### src/rtl/coherence_memory_control_if.sv
// Cache/RAM side bundle for the dual-core coherence memory controller.
// master = caches + RAM model, slave = controller.
interface coherence_memory_control_if #(
  parameter int CPUS = 2
);
  logic [CPUS-1:0]       iREN;
  logic [CPUS-1:0][31:0] iaddr;
  logic [CPUS-1:0]       dREN;
  logic [CPUS-1:0]       dWEN;
  logic [CPUS-1:0][31:0] daddr;
  logic [CPUS-1:0][31:0] dstore;
  logic [CPUS-1:0]       cctrans;
  logic [CPUS-1:0]       ccwrite;
  logic [CPUS-1:0]       iwait;
  logic [CPUS-1:0][31:0] iload;
  logic [CPUS-1:0]       dwait;
  logic [CPUS-1:0][31:0] dload;
  logic [CPUS-1:0]       ccwait;
  logic [CPUS-1:0]       ccinv;
  logic [CPUS-1:0][31:0] ccsnoopaddr;
  logic                  ramREN;
  logic                  ramWEN;
  logic [31:0]           ramaddr;
  logic [31:0]           ramstore;
  logic [31:0]           ramload;
  logic [1:0]            ramstate;

  modport master (
    output iREN, iaddr, dREN, dWEN,
    output daddr, dstore, cctrans, ccwrite,
    input  iwait, iload, dwait, dload,
    input  ccwait, ccinv, ccsnoopaddr,
    input  ramREN, ramWEN, ramaddr, ramstore,
    output ramload, ramstate
  );

  modport slave (
    input  iREN, iaddr, dREN, dWEN,
    input  daddr, dstore, cctrans, ccwrite,
    output iwait, iload, dwait, dload,
    output ccwait, ccinv, ccsnoopaddr,
    output ramREN, ramWEN, ramaddr, ramstore,
    input  ramload, ramstate
  );
endinterface

### src/rtl/coherence_memory_control.sv
// Dual-core bus arbiter and MSI snoop controller over one RAM port.
// Arbitration logic is written for two cores (1-bit core index).
module coherence_memory_control #(
  parameter int CPUS = 2
) (
  input logic CLK,
  input logic RST,
  coherence_memory_control_if.slave bus
);

  typedef enum logic [1:0] {
    IDLE    = 2'd0,
    SNOOP   = 2'd1,
    C2C     = 2'd2,
    RAMXFER = 2'd3
  } state_t;

  localparam logic [1:0] ACCESS = 2'd2;

  state_t r_state;
  logic   r_req;
  logic   r_dlast;
  logic   r_ilast;

  logic            w_acc;
  logic            w_o;
  logic [CPUS-1:0] w_wb;
  logic [CPUS-1:0] w_rd;
  logic            w_wsel;
  logic            w_rsel;
  logic            w_csel;
  logic            w_isel;

  // Prefer the core not served last; else the other one.
  function automatic logic pick(
    input logic [1:0] v,
    input logic       last
  );
    if (v[~last]) return ~last;
    return last;
  endfunction

  assign w_acc  = (bus.ramstate == ACCESS);
  assign w_o    = ~r_req;
  assign w_wb   = bus.dWEN & ~bus.cctrans;
  assign w_rd   = bus.dREN & ~bus.cctrans;
  assign w_wsel = pick(w_wb, r_dlast);
  assign w_rsel = pick(w_rd, r_dlast);
  assign w_csel = pick(bus.cctrans, r_dlast);
  assign w_isel = pick(bus.iREN, r_ilast);

  // Bus/RAM outputs decoded from state and current requests.
  always_comb begin
    bus.iwait    = '1;
    bus.dwait    = '1;
    bus.ccwait   = '0;
    bus.ccinv    = '0;
    bus.ramREN   = 1'b0;
    bus.ramWEN   = 1'b0;
    bus.ramaddr  = '0;
    bus.ramstore = '0;
    for (int i = 0; i < CPUS; i++) begin
      bus.iload[i]       = bus.ramload;
      bus.dload[i]       = bus.ramload;
      bus.ccsnoopaddr[i] = '0;
    end
    unique case (r_state)
      IDLE: begin
        if (|w_wb) begin
          bus.ramWEN   = 1'b1;
          bus.ramaddr  = bus.daddr[w_wsel];
          bus.ramstore = bus.dstore[w_wsel];
          if (w_acc) bus.dwait[w_wsel] = 1'b0;
        end else if (|bus.cctrans) begin
          bus.ramREN = 1'b0;
        end else if (|w_rd) begin
          bus.ramREN  = 1'b1;
          bus.ramaddr = bus.daddr[w_rsel];
          if (w_acc) bus.dwait[w_rsel] = 1'b0;
        end else if (|bus.iREN) begin
          bus.ramREN  = 1'b1;
          bus.ramaddr = bus.iaddr[w_isel];
          if (w_acc) bus.iwait[w_isel] = 1'b0;
        end
      end
      SNOOP, C2C, RAMXFER: begin
        bus.ccwait[w_o]      = 1'b1;
        bus.ccsnoopaddr[w_o] = bus.daddr[r_req];
        bus.ccinv[w_o]       = bus.ccwrite[r_req];
        if (r_state == C2C) begin
          bus.dload[r_req] = bus.dstore[w_o];
          bus.ramWEN       = 1'b1;
          bus.ramaddr      = bus.daddr[w_o];
          bus.ramstore     = bus.dstore[w_o];
          if (w_acc) begin
            bus.dwait[r_req] = 1'b0;
            bus.dwait[w_o]   = 1'b0;
          end
        end else if (r_state == RAMXFER) begin
          bus.ramREN       = 1'b1;
          bus.ramaddr      = bus.daddr[r_req];
          bus.dload[r_req] = bus.ramload;
          if (w_acc) bus.dwait[r_req] = 1'b0;
        end
      end
      default: ;
    endcase
  end

  // FSM, snoop requester and round-robin pointers.
  always_ff @(posedge CLK) begin
    if (RST) begin
      r_state <= IDLE;
      r_req   <= 1'b0;
      r_dlast <= 1'b1;
      r_ilast <= 1'b1;
    end else begin
      unique case (r_state)
        IDLE: begin
          if (|w_wb) begin
            if (w_acc) r_dlast <= w_wsel;
          end else if (|bus.cctrans) begin
            r_req   <= w_csel;
            r_state <= SNOOP;
          end else if (|w_rd) begin
            if (w_acc) r_dlast <= w_rsel;
          end else if (|bus.iREN) begin
            if (w_acc) r_ilast <= w_isel;
          end
        end
        SNOOP: begin
          if (!bus.cctrans[w_o]) begin
            r_state <= bus.dWEN[w_o] ? C2C : RAMXFER;
          end
        end
        C2C, RAMXFER: begin
          if (w_acc) r_dlast <= r_req;
          if (!bus.cctrans[r_req]) r_state <= IDLE;
        end
        default: r_state <= IDLE;
      endcase
    end
  end

endmodule

### src/flat_wrapper.sv
// flat-port wrapper written by rule: the top's interface ports become plain ports
module coherence_memory_control_flat 
#(
  parameter int CPUS = 2
)
  (CLK, RST, bus_iREN, bus_iaddr, bus_dREN, bus_dWEN, bus_daddr, bus_dstore, bus_cctrans, bus_ccwrite, bus_iwait, bus_iload, bus_dwait, bus_dload, bus_ccwait, bus_ccinv, bus_ccsnoopaddr, bus_ramREN, bus_ramWEN, bus_ramaddr, bus_ramstore, bus_ramload, bus_ramstate);
  coherence_memory_control_if #(.CPUS(CPUS)) bus_i ();
  input logic CLK;
  input logic RST;
  input wire logic [$bits(bus_i.iREN)-1:0] bus_iREN;
  input wire logic [$bits(bus_i.iaddr)-1:0] bus_iaddr;
  input wire logic [$bits(bus_i.dREN)-1:0] bus_dREN;
  input wire logic [$bits(bus_i.dWEN)-1:0] bus_dWEN;
  input wire logic [$bits(bus_i.daddr)-1:0] bus_daddr;
  input wire logic [$bits(bus_i.dstore)-1:0] bus_dstore;
  input wire logic [$bits(bus_i.cctrans)-1:0] bus_cctrans;
  input wire logic [$bits(bus_i.ccwrite)-1:0] bus_ccwrite;
  output wire logic [$bits(bus_i.iwait)-1:0] bus_iwait;
  output wire logic [$bits(bus_i.iload)-1:0] bus_iload;
  output wire logic [$bits(bus_i.dwait)-1:0] bus_dwait;
  output wire logic [$bits(bus_i.dload)-1:0] bus_dload;
  output wire logic [$bits(bus_i.ccwait)-1:0] bus_ccwait;
  output wire logic [$bits(bus_i.ccinv)-1:0] bus_ccinv;
  output wire logic [$bits(bus_i.ccsnoopaddr)-1:0] bus_ccsnoopaddr;
  output wire logic [$bits(bus_i.ramREN)-1:0] bus_ramREN;
  output wire logic [$bits(bus_i.ramWEN)-1:0] bus_ramWEN;
  output wire logic [$bits(bus_i.ramaddr)-1:0] bus_ramaddr;
  output wire logic [$bits(bus_i.ramstore)-1:0] bus_ramstore;
  input wire logic [$bits(bus_i.ramload)-1:0] bus_ramload;
  input wire logic [$bits(bus_i.ramstate)-1:0] bus_ramstate;
  assign bus_i.iREN = bus_iREN;
  assign bus_i.iaddr = bus_iaddr;
  assign bus_i.dREN = bus_dREN;
  assign bus_i.dWEN = bus_dWEN;
  assign bus_i.daddr = bus_daddr;
  assign bus_i.dstore = bus_dstore;
  assign bus_i.cctrans = bus_cctrans;
  assign bus_i.ccwrite = bus_ccwrite;
  assign bus_iwait = bus_i.iwait;
  assign bus_iload = bus_i.iload;
  assign bus_dwait = bus_i.dwait;
  assign bus_dload = bus_i.dload;
  assign bus_ccwait = bus_i.ccwait;
  assign bus_ccinv = bus_i.ccinv;
  assign bus_ccsnoopaddr = bus_i.ccsnoopaddr;
  assign bus_ramREN = bus_i.ramREN;
  assign bus_ramWEN = bus_i.ramWEN;
  assign bus_ramaddr = bus_i.ramaddr;
  assign bus_ramstore = bus_i.ramstore;
  assign bus_i.ramload = bus_ramload;
  assign bus_i.ramstate = bus_ramstate;
  coherence_memory_control #(.CPUS(CPUS)) u_core (.CLK(CLK), .RST(RST), .bus(bus_i));
endmodule
### config.mk
export PLATFORM = sky130hd
export DESIGN_NAME = coherence_memory_control_flat
export DESIGN_NICKNAME = d
export VERILOG_FILES = /design/src/rtl/coherence_memory_control_if.sv /design/src/rtl/coherence_memory_control.sv /design/src/flat_wrapper.sv
export SDC_FILE = /design/constraint.sdc
export NUM_CORES = 1
export LEC_CHECK = 0
export BUFFER_PORTS_ARGS = -buffer_cell sky130_fd_sc_hd__buf_2
export CORE_AREA = 2 2 198 200
export DETAILED_ROUTE_END_ITERATION = 16
export DIE_AREA = 0 0 200 202
export PLACE_DENSITY_LB_ADDON = 0.25
export SLEW_MARGIN = 10
export SYNTH_ARGS = -nofsm -noshare
export SYNTH_HDL_FRONTEND = slang
export SYNTH_SLANG_ARGS = --single-unit
### constraint.sdc
create_clock -name CLK -period 3.1 [get_ports CLK]
set_clock_uncertainty 0.1 [all_clocks]
set_input_delay 0.62 -clock CLK [delete_from_list [all_inputs] [get_ports CLK]]
set_output_delay 0.62 -clock CLK [all_outputs]
set_load 0.05 [all_outputs]
# Yosys cells after proc, flatten, opt, wreduce, memory -nomap -nowiden
# Index checks and enable logic that the tools add are counted.
# totals
inputBits,238
regBits,5
out_inout_bits,266
elab_cells,175
# classes
magnitude_cmp,12
eq_ne,12
reduce_logical,17
n_bitwise,17
mux,113
# op_table
operator,n
32-bit two-way mux,24
64-bit two-way mux,4
64-bit bitwise mux,2
32-bit case mux with 2 select lines,2
64-bit bitwise AND,1
32-bit demux with 1-bit select,2
1-bit two-way mux,48
2-bit two-way mux,21
"1-bit by 2-bit less-than comparator with 1-bit output, second input constant",7
2-bit inverter,6
2-bit OR reduction,5
2-bit bitwise AND,4
"2-bit == test, second input constant",3
"2-bit by 1-bit inequality test with 1-bit output, second input constant",3
"2-bit inequality test, second input constant",3
1-bit inverter,6
1-bit case mux with 2 select lines,3
2-bit case mux with 3 select lines,1
6-bit AND reduction,1
1-bit demux with 1-bit select,5
"1-bit >= comparator, second input constant",5
1-bit logical AND,5
5-bit AND reduction,1
2-bit case mux with 2 select lines,1
8 further kinds,8

# Depth between registers and ports, before layout
# logic_depth
ltp_word,16
mapped_depth,7
ltp_nobuf,4

# Least setup slack after synthesis
# OpenSTA, ideal clock, no wires.
# synth_path
kind,input port to output port
start,input port bus_dWEN[1]
end,output port bus_ramaddr[11]
required_ns,2.380
path_buffers,1
arrival_time_ns,2.753
stages,5
slack_ns,-0.373
cell_sequence,or4_4 a2111oi_4 buf_6 o21ai_1 a31oi_1
# synth_between
elab_chain_cells,9
elab_cells_between_ends,10
classes_between,mux (8); bitwise (1); reduce/logical (1)
# synth_rtl
item,line,text
from (decl),flat_wrapper.sv:13,input wire logic [$bits(bus_i.dWEN)-1:0] bus_dWEN;
2-bit bitwise AND *,coherence_memory_control.sv:45,assign w_wb = bus.dWEN & ~bus.cctrans;
1-bit two-way mux (not written as such) (2 in a row),coherence_memory_control.sv:39,if (v[~last]) return ~last;
1-bit two-way mux,coherence_memory_control.sv:39,
1-bit two-way mux,coherence_memory_control.sv:40,return last;
32-bit two-way mux (not written as such) (2 in a row),coherence_memory_control.sv:71,bus.ramaddr = bus.daddr[w_wsel];
32-bit two-way mux *,coherence_memory_control.sv:69,if (|w_wb) begin
32-bit case mux with 2 select lines *,coherence_memory_control.sv:67,unique case (r_state)
to (decl),flat_wrapper.sv:27,output wire logic [$bits(bus_i.ramaddr)-1:0] bus_ramaddr;
# Mark *: on every way between the ends. The rest lies on a longest branch, timed or not. The select of a mux whose other input is x is not followed.

# Final worst setup path
# layout_path
start,input port bus_dWEN[1]
end,output port bus_ramaddr[9]
# The elaborated chain is that of the path after synthesis.

==> flow_summary.yaml <==
outcome:
  outcome: "finished, violations left"
  violations: "negative setup slack"
synth:
  async_flop_share: 0
  synth_compound_area_frac: 0.3681
  synthTopCellsByArea: "mux2_2 20%, buf_4 10%, and3_1 8.9%, o211ai_1 6.1%, a22o_1 6.0%"
  synth_flop_cell: "dfxtp_1"
  synth_top_family_by_area: "compound AO/OA/AOI/OAI gates"
  synth_nets: 891
  synth-xor-area-share: 0.003737
  synth_edf_count: 0
  synthCells: 653
  avgSynthCellArea_um2: 7.178
  synth_top_cell_area_share: 0.1994
  yosys.area.top_type: "mux2_2"
  yosys.area_share.simple: 0.2277
  synthDistinctLibCells: 48
  syn_area_um2: 4687
  synth.area.mux_share: 0.2037
  seq_area_frac_synth: 0.02136
  synth-seq-cells: 5
  synthAdderAreaFrac: 0
  synth-warning-count: 0
pwr:
  comb_power_share: 0.914
  p_sw_mw: 2.115
  power_density_nw_per_um2: 381.8
  seq_power_share: 0.024
  p_sw_frac: 0.6197
  total_power_mw: 3.412
  power.internal_mw: 1.298
  p_leak_nw: 4.261
  clkPwrFrac: 0.062
  ir_drop_v: 0.0002012
finish:
  syn_to_final_growth_pct: 90.66
  stdcell_area_um2: 8936
  layout.nets: 1324
  stdcell_count: 1609
  drive_gt1_frac: 0.6571
placement:
  place.gp.congestion: 0.8712
  pre_cts_ws_ns: -0.2721
  io_buffers: 503
  dp_hpwl_um: 28520
  dp.cells: 1582
  postPlaceCellArea_um2: 8289
timing:
  finalHoldViolCount: 0
  rsz0062_at_grt: "yes"
  layout_min_cycle_time_ns: 3.244
  finalSetupViolCount: 31
  finalWorstSetupSlack_ns: -0.1442
  slew_headroom: 0.5096
  tightest_slew_ns: 0.7264
  fin_setup_tns_ns: -2.360
  slew_viol_final: 0
  period_share: 1.047
  fmax_ghz: 0.3082
global_routing:
  grt_max_degree: 56
  antenna_found_initial: 13
  grt_use_total: 0.1628
  grt_pass1_vias: 7076
  grt_pass1_wl_um: 48530
  gr-total-overflow: 0
die:
  die_area_um2: 40400
  ios: 504
  num_rows: 72
  die_x_um: 200
  core_area_um2: 38290
  initial_utilization: 0.1224
  die_h_um: 202
route:
  wl_per_cell_um: 22.06
  drtIter0Drc: 373
  num_vias: 7272
  wirelength_um: 35490
  dr.pass1.iters: 5
  viasPerCell: 4.520
  post-route-drc-count: 0
  ant_nets: 0
setup_path:
  critical_path.max_fanout: 5
  end_kind: "primary output"
  worstPathRequired_ns: 2.38
  r2r_slack_ns: 0.98
  cp_slowest_cell: "or4_4"
  crit_arrival_ns: 2.52
  crit_path_frequent_cell: "buf_6"
  worst-setup-path-type: "primary input to primary output"
  crit_chain: "buf_6 -> or4_4 -> a2111oi_4 -> buf_6 -> buf_6 -> buf_12 -> o21ai_1 -> a31oi_4 -> buf_12"
  r2r_start: "u_core.r_state[0]"
  critPathMaxStageDelay_ns: 0.59
  start_kind: "primary input"
  crit_start: "bus_dWEN[1]"
clock_network:
  cts_max_level: 1
  clock_path_buffers: 2
  numCtsBuffers: 3
  root_buffer: "clkbuf_16"
  cts_sinks: 5
  path_clk_slew_ns: 0.03
  clock_latency_ns: 0.23
  cts_tree: "yes"
job:
  maxCapViolations: 0
min_path:
  hold_path.class: "flop to flop"
  hold_start: "u_core.r_ilast"
[worst max-delay path, delay by kind of cell]
kind	cells	cell delay, ns
compound gates	3	0.61
simple gates	1	0.59
buf+inv	5	0.69
[Yosys cell counts (8+ instances only)]
library cell	count
a21o_1	22
a21oi_1	17
a221o_1	26
a22o_1	32
a31oi_1	15
and3_1	67
buf_2	9
buf_4	65
clkbuf_1	64
mux2_2	83
nand2_1	23
nand3_1	22
nand4_1	19
nor2_1	12
nor2b_1	8
o211ai_1	38
o21ai_0	34
o21ai_1	19
o311ai_0	11
or4_1	13
[final cells by class]
cell class	instances	area [um^2]
Sequential cell	5	102.6
Tap cell	518	648.1
Antenna cell	6	15.01
Inverter	4	15.01
Timing Repair Buffer	571	3981
Fill cell	4297	29350
Clock buffer	4	78.83
Multi-Input combinational cell	501	4095
[state kept, by name (all words and copies together), names as in the netlist]
signal and cells:
u_core.r_ilast 1, u_core.r_dlast 1, u_core.r_state 2, u_core.r_req 1
[cell families after synthesis]
group	after synthesis
compound gates	230
xor+xnor	2
buf+inv	147
flops	5
mux	85
simple gates	184
[cell usage in the layout, fill, tap and decap left out, types with 3 or more instances in the layout]
cell type  instances
buf_2            439
mux2_2            83
and3_1            66
buf_12            47
buf_4             42
o211ai_1          38
buf_6             38
a22o_1            32
a221o_1           26
o21ai_0           25
nand2_1           23
a21o_1            22
nand3_1           21
o21ai_2           19
nand4_1           19
a21oi_1           15
or4_1             13
nor2_1            11
a31oi_4           10
o311ai_1           8
nand2b_1           7
o21ai_1            7
diode_2            6
nor2b_1            6
o311ai_0           4
a211oi_1           4
a31oi_2            3
clkbuf_16          3
buf_8              3
dfxtp_1            3
[final timing paths]
check,to,cells past startpoint
min,u_core.r_ilast,2
min reg2reg,u_core.r_ilast,2
max,bus_ramaddr[9],9
max reg2reg,u_core.r_ilast,6
[power by group through the flow]
stage,registers [mW],logic [mW],clock network (mW)
global route,0.0820,3.26,0.218
CTS,0.0815,3.13,0.214
detailed placement,0.0798,3.00,0
finish,0.0808,3.12,0.212
floorplan,0.0732,1.98,0
global placement,0.0796,2.99,0
[per-layer routing]
metal  vias to the layer above  share of wire  GRT usage
met3                        44          0.077    0.03404
met1                      3451           0.38     0.1788
met5                         -         0.0020          0
li1                       3386              -          -
met2                       381           0.51     0.3142
met4                        10          0.022    0.03704
[repair_timing]
item / 4_1_cts / 5_1_grt
gates cloned: 4 / 0
endpoints found under the setup margin: 68 / 38
pin swaps: 17 / 16
gates resized for setup: 98 / 28
hold buffers: 0 / 0
setup buffers: 12 / 3
[stage by stage]
step / hold WS [ns] / utilization
after floorplan: 0.4466 / -
after global placement: 0.4911 / 0.2165
after detailed placement: 0.4993 / 0.2165
after CTS: 0.5039 / 0.2313
after global routing: 0.5548 / 0.2331
final: 0.5083 / 0.2334
Power figures use the tool's default switching activity.
